<file path="config.mk">
export PLATFORM = sky130hd
export DESIGN_NAME = fetch_stage
export DESIGN_NICKNAME = d
export VERILOG_FILES = /design/src/rtl/brisc_pkg.sv /design/src/rtl/fetch_stage.sv
export SDC_FILE = /design/constraint.sdc
export NUM_CORES = 1
export LEC_CHECK = 0
export BUFFER_PORTS_ARGS = -buffer_cell sky130_fd_sc_hd__buf_4
export CAP_MARGIN = 40
export CORE_MARGIN = 5
export CORE_UTILIZATION = 52
export CTS_CLUSTER_SIZE = 30
export DETAILED_ROUTE_END_ITERATION = 10
export PLACE_DENSITY = 0.85
export SLEW_MARGIN = 20
export SYNTH_ARGS = -nofsm -noshare
export SYNTH_HDL_FRONTEND = slang
export SYNTH_SLANG_ARGS = --single-unit
</file>
<file path="constraint.sdc">
create_clock -name clk -period 3.8 [get_ports clk]
set_clock_uncertainty 0.05 [all_clocks]
set_input_delay 0.76 -clock clk [delete_from_list [all_inputs] [get_ports clk]]
set_output_delay 0.76 -clock clk [all_outputs]
set_load 0.02 [all_outputs]
</file>
<file path="src/rtl/brisc_pkg.sv">
// brisc_pkg: shared widths, reset PC, NOP encoding, exception and fetch FSM enums
package brisc_pkg;
  localparam int XLEN = 32;
  localparam int ILEN = 32;
  localparam logic [31:0] RESET_PC_DEFAULT = 32'h0000_1000;
  localparam logic [31:0] NOP = 32'h0000_0013;
  typedef enum logic [1:0] {XCPT_NONE, XCPT_INSTR_MISALIGNED} xcpt_e;
  typedef enum logic [1:0] {FETCH, WAIT, HOLD, DROP} fetch_state_e;
endpackage

</file>
<file path="src/rtl/fetch_stage.sv">
// fetch_stage: PC register, single-outstanding imem port, redirect/stall handling, F->D outputs
module fetch_stage import brisc_pkg::*; #(
  parameter int XLEN = brisc_pkg::XLEN,
  parameter int ILEN = brisc_pkg::ILEN,
  parameter logic [XLEN-1:0] RESET_PC = XLEN'(RESET_PC_DEFAULT)
) (
  input  logic            clk,
  input  logic            reset,
  input  logic            stall_in,
  input  logic            redirect_valid_in,
  input  logic [XLEN-1:0] redirect_pc_in,
  output logic            imem_req_valid_out,
  input  logic            imem_req_ready_in,
  output logic [XLEN-1:0] imem_req_addr_out,
  input  logic            imem_rsp_valid_in,
  input  logic [ILEN-1:0] imem_rsp_data_in,
  output logic            valid_out,
  output logic [ILEN-1:0] instr_out,
  output logic [XLEN-1:0] pc_out,
  output logic [XLEN-1:0] pc_plus4_out,
  output xcpt_e           xcpt_out
);
  localparam logic [ILEN-1:0] BUBBLE = ILEN'(NOP);
  fetch_state_e    state_q, state_d;
  logic [XLEN-1:0] pc_q, pc_d, pc4;
  logic [ILEN-1:0] buf_q, buf_d, instr;
  logic            req_valid, valid, misaligned;
  xcpt_e           xcpt;
  assign pc4 = pc_q + XLEN'(4);
  assign misaligned = pc_q[1:0] != 2'b00;
  // State, PC and hold buffer registers; reset drops any outstanding request
  always_ff @(posedge clk) begin
    if (reset) begin
      state_q <= FETCH;
      pc_q    <= RESET_PC;
      buf_q   <= '0;
    end else begin
      state_q <= state_d;
      pc_q    <= pc_d;
      buf_q   <= buf_d;
    end
  end
  // Next state and outputs; a redirect overrides stall and any in-flight response
  always_comb begin
    state_d   = state_q;
    pc_d      = pc_q;
    buf_d     = buf_q;
    req_valid = 1'b0;
    valid     = 1'b0;
    instr     = BUBBLE;
    xcpt      = XCPT_NONE;
    unique case (state_q)
      FETCH: begin
        valid     = misaligned;
        xcpt      = misaligned ? XCPT_INSTR_MISALIGNED : XCPT_NONE;
        req_valid = !misaligned && !redirect_valid_in;
        pc_d      = redirect_valid_in ? redirect_pc_in : pc_q;
        state_d   = req_valid && imem_req_ready_in ? WAIT : FETCH;
      end
      WAIT: begin
        valid   = imem_rsp_valid_in && !redirect_valid_in && !stall_in;
        instr   = valid ? imem_rsp_data_in : BUBBLE;
        buf_d   = imem_rsp_valid_in && stall_in && !redirect_valid_in ? imem_rsp_data_in : buf_q;
        pc_d    = redirect_valid_in ? redirect_pc_in : valid ? pc4 : pc_q;
        state_d = redirect_valid_in ? (imem_rsp_valid_in ? FETCH : DROP) :
                  !imem_rsp_valid_in ? WAIT : stall_in ? HOLD : FETCH;
      end
      HOLD: begin
        valid   = !redirect_valid_in;
        instr   = valid ? buf_q : BUBBLE;
        buf_d   = redirect_valid_in ? '0 : buf_q;
        pc_d    = redirect_valid_in ? redirect_pc_in : stall_in ? pc_q : pc4;
        state_d = redirect_valid_in || !stall_in ? FETCH : HOLD;
      end
      DROP: begin
        pc_d    = redirect_valid_in ? redirect_pc_in : pc_q;
        state_d = imem_rsp_valid_in ? FETCH : DROP;
      end
    endcase
  end
  assign imem_req_valid_out = req_valid && !reset;
  assign imem_req_addr_out  = reset ? RESET_PC : pc_q;
  assign valid_out          = valid && !reset;
  assign instr_out          = reset ? BUBBLE : instr;
  assign pc_out             = reset ? RESET_PC : pc_q;
  assign pc_plus4_out       = reset ? RESET_PC + XLEN'(4) : pc4;
  assign xcpt_out           = reset ? XCPT_NONE : xcpt;
endmodule
</file>
======== Yosys cells after proc, flatten, opt, wreduce, memory -nomap -nowiden ========
Index checks and enable logic that the tools add are counted.
storage, ports and cells
  output and inout bits ................... 132
  flip-flop bits (word level) ............. 66
  input bits .............................. 70
operators by class
  add/sub/neg operators ................... 1
  mux-type cells .......................... 27
  reduce and logical (&&, ||, !) cells .... 19
  eq/ne operators ......................... 8
operators with widths
  operator                                                                  number
  32-bit 2-to-1 mux                                                         12
  32-bit one-hot mux with 2 select lines                                    2
  32-bit one-hot mux with 3 select lines                                    1
  32-bit by 3-bit adder with 32-bit output (second input constant)          1
  2-bit 2-to-1 mux                                                          6
  1-bit logical AND                                                         8
  2-bit one-hot mux with 4 select lines                                     1
  3-bit inequality test (second input constant)                             2
  3-bit AND reduction                                                       2
  2-bit == test (second input constant)                                     2
  1-bit zero test                                                           4
  1-bit 2-to-1 mux                                                          4
  2-bit inequality test (second input constant)                             2
  2-bit nonzero test                                                        2
  1-bit one-hot mux with 3 select lines                                     1
  2-bit by 1-bit == test with 1-bit output (second input constant)          1
  2-bit zero test                                                           1
  2-bit by 1-bit inequality test with 1-bit output (second input constant)  1
  2-bit OR reduction                                                        1
  1-bit logical OR                                                          1

======== Longest topological paths before layout ========
Gate-level depths: netlist of run 1.
  depth after elaboration ................. 6
  gate-level depth with buffers ........... 9

======== Worst setup path before layout of run 1 ========
OpenSTA, ideal clock, no wires.
  path kind ............................... reg2out
  start point ............................. register pc_q[4]
  end point ............................... output pc_plus4_out[29]
  cell stages (with the launch flop) ...... 7
  buffers on the path ..................... 1
  data arrival time ....................... 2.139 ns
  required time ........................... 2.990 ns
  setup slack ............................. 0.851 ns
  cells stage by stage .................... dfxtp_1 buf_2 nand3_2 or4_4 or4_4 xor2_1 nor2_1
between the ends
  longest elaborated chain between the ends .. 2
RTL lines
  what                                      line               source
  start: declaration                        fetch_stage.sv:25  logic [XLEN-1:0] pc_q, pc_d, pc4;
  start signal: assignment                  fetch_stage.sv:39  pc_q <= pc_d;
  32-bit by 3-bit adder with 32-bit output  fetch_stage.sv:29  assign pc4 = pc_q + XLEN'(4);
  32-bit 2-to-1 mux                         fetch_stage.sv:86  assign pc_plus4_out = reset ? RESET_PC + XLEN'(4) : pc4;
  end: declaration                          fetch_stage.sv:20  output logic [XLEN-1:0] pc_plus4_out,
Every way passes these cells.

======== Worst setup path after layout of run 1 ========
  start point ............................. register pc_q[10]
  end point ............................... output pc_plus4_out[29]
Same word-level chain as after synthesis.

==> flow_metrics.py, run 1 <==
metrics = {
    "status": {
        "status": "finished clean",
    },
    "cts": {
        "h-tree-depth": 3,
        "cts.reportedPaths.clkPinSlew_ns": 0.08,
        "cts_made_buffers": 9,
        "cts_tree": "built",
        "cts_root_buf": "clkbuf_8",
        "clk_path_buf_depth": 2,
        "clk_latency_ns": 0.35,
        "cts_hold_buf": 0,
        "cts.sinks": 66,
        "cts-resized-gates": 0,
        "postCtsSetupRepairBufs": 0,
    },
    "critical_path": {
        "end_kind": "output port",
        "rrSetupSlack_ns": 1.30,
        "crit_path_start_kind": "flip-flop",
        "path_max_fanout": 8,
        "arrival_ns": 2.65,
        "r2r-start": "state_q[0]",
        "crit_type": "flip-flop to output port",
        "rr_worst_depth": 8,
        "required_ns": 2.99,
        "worstReg2RegEnd": "pc_q[19]",
    },
    "power_and_ir_drop": {
        "p_sw_share_pct": 29.9,
        "clkPwrFrac_pct": 36.9,
        "internal_power_w": 0.00125,
        "powerDensity_mw_per_mm2": 296,
        "power_leakage_nw": 2.49,
        "pwr-share-seq_pct": 42.5,
        "vdd_drop_max_mv": 0.164,
        "comb_power_share_pct": 20.6,
        "p_switching_w": 0.000532,
    },
    "placement": {
        "hpwl_um": 10800,
        "port_buffers": 200,
        "placedCellCount": 853,
        "dpl_cell_area_mm2": 0.00581,
        "place.gp.congestion": 0.955,
    },
    "detailed_routing": {
        "drc_errors": 0,
        "via_per_inst": 5.81,
        "drtIter0Drc": 332,
        "drt-total-wl_um": 14400,
        "dr.pass1.iters": 5,
        "wire_per_inst_um": 16.6,
        "vias": 5050,
        "ant_nets": 0,
    },
    "final_layout": {
        "post-route-util_pct": 72.6,
        "syn_to_final_growth_pct": 34.5,
        "final_nets": 835,
        "fin_cells": 869,
        "diodes": 0,
        "drive_gt1_share_pct": 31.9,
        "finalInstanceArea_mm2": 0.00602,
    },
    "timing": {
        "hold_viol": 0,
        "slew_headroom_pct": 44.4,
        "fmaxAchievable_mhz": 289,
        "fin_crit_sh_pct": 91.0,
        "tightest_slew_ns": 0.827,
        "rsz0062_at_grt": "false",
        "tns_ns": 0,
        "setup_viol": 0,
        "slew_viol_final": 0,
        "min_period_ns": 3.46,
    },
    "global_route": {
        "grt_max_degree": 54,
        "antenna_found_initial": 0,
        "gr-usage-all-layers_pct": 26.2,
        "overflow": 0,
        "grt_pass1_vias": 4787,
        "grt_pass1_wl_um": 22500,
    },
    "run": {
        "drv_cap": 0,
    },
    "floorplanning": {
        "start_util_pct": 54.0,
        "die_h_um": 103,
        "dieArea_mm2": 0.0106,
        "ios": 202,
        "fp.dieW_um": 103,
        "rows": 33,
        "design.core.area_mm2": 0.00830,
    },
    "synthesis": {
        "syn_area_per_cell_um2": 7.28,
        "synth_cells": 615,
        "synth_ff_type": "dfxtp_1",
        "syn-num-nets": 691,
        "ys_seq_elements": 66,
        "synth_seq_area_share_pct": 29.5,
        "yosys-top-cells-count": "124 x nor2_1, 66 x a22oi_1, 66 x dfxtp_1",
        "syn_area_mm2": 0.00448,
        "synth_area_leaders": "dfxtp_1 29%, a22oi_1 11%, nor2_1 10%",
        "synth_top_cell_by_area": "dfxtp_1",
        "yosys.cell_types.count": 49,
        "yosysMostFrequentCell": "nor2_1",
        "synth_top_area_share_pct": 29.5,
        "async_flop_share_pct": 0,
        "synth_warnings": 0,
        "synth_edf_count": 0,
    },
    "min_path": {
        "hold_start": "buf_q[29]",
        "min_delay_worst_endpoint": "buf_q[29]",
        "worstHoldPathCells": 2,
        "min_path_type": "flip-flop to flip-flop",
    },
}
-- cell families after synthesis --
logic type,share of synthesized area [%]
compound gates,23.4
xor+xnor,6.06
fa+ha+maj,1.68
buf+inv,11.1
flops,29.5
mux,0.447
other cells,0.0837
simple gates,27.8
-- flip-flops by register name, summed over array words and instances, names as in the netlist --
signal   cells
state_q      2
buf_q       32
pc_q        32
-- cell usage in the layout, fill, tap and decap left out, types with 3 or more instances in the layout --
cell type	instances
buf_4	215
o2bb2ai_1	7
nand3_1	18
or3_1	3
a22o_1	3
a21oi_1	20
nor3_1	17
xnor2_1	22
clkbuf_8	9
o21ai_0	13
nor4_1	6
nand2_1	37
nand4_1	9
ha_1	6
nor2_1	124
and3_1	4
nand2b_1	6
xor2_1	9
nor2b_1	27
o31a_1	3
o22ai_1	5
dfxtp_1	66
o211ai_1	6
a22oi_1	66
inv_1	15
o311ai_0	3
-- routing by layer --
layer	track usage, %	part of all wire [%]
met2	44.7	49
met4	9.46	1.9
met5	0	0
met1	32.2	39
met3	6.43	10
-- worst max-delay path: stages (launching register included) --
cell	delay [ns]
dfxtp_1	0.48
nand4_1	0.26
or4_4	0.58
or4_4	0.58
xor2_1	0.16
nor2_1	0.09
buf_4	0.15
-- worst max path at each step --
stage | from | to | slack [ns]
after floorplan | pc_q[4] | pc_plus4_out[29] | 0.85
after global placement | reset | instr_out[28] | 0.71
after detailed placement | reset | instr_out[28] | 0.66
after CTS | pc_q[4] | pc_plus4_out[29] | 0.37
after global routing | pc_q[10] | pc_plus4_out[31] | 0.17
final | pc_q[10] | pc_plus4_out[29] | 0.34
-- final cells by class --
type	instances	area, um2
inverters	15	56.3
clock buffers	9	124
well taps	105	131
clock inverters	7	93.8
fillers	678	2270
repair buffers	215	1610
flip-flops and latches	66	1320
multi-input cells	452	2680
-- power groups by stage --
stage | Clock [W] | Sequential [W] | Combinational, W
floorplan | 0 | 0.000752 | 0.000231
global placement | 0 | 0.000769 | 0.000359
detailed placement | 0 | 0.000771 | 0.000365
CTS | 0.000662 | 0.000755 | 0.000367
global route | 0.000688 | 0.000761 | 0.000396
finish | 0.000659 | 0.000757 | 0.000367
-- through the flow --
stage / worst slack (ns) / total power, W / hold slack (ns)
after floorplan: 0.851 / 0.000983 / 0.410
after global placement: 0.710 / 0.00113 / 0.426
after detailed placement: 0.665 / 0.00114 / 0.432
after CTS: 0.369 / 0.00178 / 0.454
after global routing: 0.170 / 0.00184 / 0.476
final: 0.343 / 0.00178 / 0.455
Power figures use the tool's default switching activity.
==> inputs of run 2 (changes only) <==
Settings changed: CORE_MARGIN 5 to not set, CTS_CLUSTER_DIAMETER set to 60.
==> run 2 against run 1 <==
Against the previous run: register-to-register slack worse by 0.12 ns; highest routed layer unchanged; hold slack worse by 0.0049 ns; flip-flop and latch count stayed put; global-route usage is 3.5 points higher; worst setup slack worse by 0.041 ns; critical endpoint is now pc_plus4_out[21]; via count hardly changed; largest cell class unchanged; cell count is 0.35% lower; critical path type unchanged; largest power group unchanged; non-clock buffer count is 3 lower; fmax is 1.2% lower; critical path depth stayed put.
==> flow_metrics.py, run 2 (same netlist as run 1, synthesis figures left out) <==
metrics = {
    "floorplanning": {
        "dieArea_mm2": 0.00899,
        "design.core.area_mm2": 0.00826,
        "start_util_pct": 54.2,
        "rows": 33,
        "ios": 202,
        "die_h_um": 94.8,
        "fp.dieW_um": 94.8,
    },
    "min_path": {
        "min_delay_worst_endpoint": "buf_q[0]",
        "worstHoldPathCells": 2,
        "min_path_type": "flip-flop to flip-flop",
        "hold_start": "buf_q[0]",
    },
    "final_layout": {
        "layout_common_cells": "210 x buf_4, 124 x nor2_1, 66 x a22oi_1, 66 x dfxtp_1, 37 x nand2_1",
        "reg.largest.list": "buf_q x32, pc_q x32, state_q x2",
        "syn_to_final_growth_pct": 34.2,
        "diodes": 0,
        "layout_commonest_cell": "buf_4",
        "post-route-util_pct": 72.8,
        "final_nets": 832,
        "finalInstanceArea_mm2": 0.00601,
        "drive_gt1_share_pct": 31.7,
        "nFillCells": 646,
    },
    "cts": {
        "h-tree-depth": 3,
        "clk_latency_ns": 0.34,
        "cts.sinks": 66,
        "clk_path_buf_depth": 2,
        "cts-resized-gates": 0,
        "postCtsSetupRepairBufs": 0,
        "cts.reportedPaths.clkPinSlew_ns": 0.07,
        "cts_tree": "built",
        "cts_root_buf": "clkbuf_8",
        "cts_hold_buf": 0,
        "cts_made_buffers": 9,
    },
    "timing": {
        "hold_viol": 0,
        "fmaxAchievable_mhz": 286,
        "rsz0062_at_grt": "false",
        "slew_viol_final": 0,
        "min_period_ns": 3.50,
        "slew_headroom_pct": 41.6,
        "tightest_slew_ns": 0.868,
        "setup_viol": 0,
        "tns_ns": 0,
        "fin_crit_sh_pct": 92.0,
    },
    "critical_path": {
        "crit_path_top_delay_cell": "nor4_2",
        "crit_path_cell_trace": "nand3_2 > nor4_2 > nand3_1 > xor2_1 > nor2_1 > buf_4",
        "path_buf_inv": 1,
        "crit_type": "flip-flop to output port",
        "max_stage_delay_ns": 0.83,
        "end_kind": "output port",
        "rrSetupSlack_ns": 1.18,
        "required_ns": 2.99,
        "r2r-start": "state_q[0]",
        "worstReg2RegEnd": "pc_q[15]",
        "rr_worst_depth": 8,
        "arrival_ns": 2.69,
        "crit_path_start_kind": "flip-flop",
        "path_delay_family": "simple AND/OR/NAND/NOR gates",
        "path_max_fanout": 8,
    },
    "global_route": {
        "grt_pass1_vias": 4651,
        "overflow": 0,
        "grt_max_degree": 80,
        "gr-usage-all-layers_pct": 29.7,
        "antenna_found_initial": 0,
        "grt_pass1_wl_um": 21200,
    },
    "placement": {
        "dpl_cell_area_mm2": 0.00581,
        "port_buffers": 200,
        "hpwl_um": 10100,
        "place.gp.congestion": 1.00,
    },
    "detailed_routing": {
        "ant_nets": 0,
        "wire_per_inst_um": 15.9,
        "dr.pass1.iters": 5,
        "drt-total-wl_um": 13800,
        "drc_errors": 0,
        "via_per_inst": 5.83,
        "vias": 5049,
        "drtIter0Drc": 324,
    },
    "power_and_ir_drop": {
        "powerDensity_mw_per_mm2": 288,
        "vdd_drop_max_mv": 0.192,
        "power_leakage_nw": 2.48,
    },
    "status": {
        "status": "finished clean",
    },
    "run": {
        "drv_cap": 0,
    },
}
## run 2: power by group
part | switching (W) | internal (W) | total, W
logic | 0.000200 | 0.000166 | 0.000366
registers | 0.0000395 | 0.000717 | 0.000757
clock network | 0.000300 | 0.000309 | 0.000609
total | 0.000540 | 0.00119 | 0.00173
## run 2: stage by stage
stage               total power (W)  worst slack (ns)  hold WS (ns)  std cells
floorplan                  0.000983             0.851         0.410        615
detailed placement          0.00113             0.725         0.435        850
global route                0.00181             0.154         0.479        866
global placement            0.00113             0.785         0.425        850
CTS                         0.00173             0.340         0.453        866
finish                      0.00173             0.303         0.450        866
## run 2: final cells by class
| type | instances | area, um2 | area share (%) |
|---|---|---|---|
| Inverter | 15 | 56.3 | 0.937 |
| Tap cell | 105 | 131 | 2.19 |
| Timing Repair Buffer | 212 | 1620 | 26.9 |
| Clock buffer | 9 | 124 | 2.06 |
| Multi-Input combinational cell | 452 | 2680 | 44.7 |
| Clock inverter | 7 | 77.6 | 1.29 |
| Sequential cell | 66 | 1320 | 22.0 |
## run 2: tightest hold or removal path: cells and delay by family, from the launching register on
family / cells / cell delay, ns
compound gates: 1 / 0.06
simple gates: 1 / 0.08
flops: 1 / 0.33
## run 2: how the worst max path moves through the flow
stage / start / to / slack [ns] / depth (start not counted)
6_report: pc_q[4] / pc_plus4_out[21] / 0.30 / 6
5_1_grt: pc_q[4] / pc_plus4_out[31] / 0.15 / 6
4_1_cts: pc_q[4] / pc_plus4_out[29] / 0.34 / 6
3_5_place_dp: pc_q[4] / pc_plus4_out[29] / 0.73 / 6
3_3_place_gp: pc_q[4] / pc_plus4_out[29] / 0.79 / 6
2_1_floorplan: pc_q[4] / pc_plus4_out[29] / 0.85 / 6
## run 2: routing by layer
layer / part of all wire [%] / GRT usage (%)
met1: 40 / 35.5
met2: 49 / 51.6
met3: 8.2 / 5.48
met4: 2.8 / 13.1
met5: 0 / 0
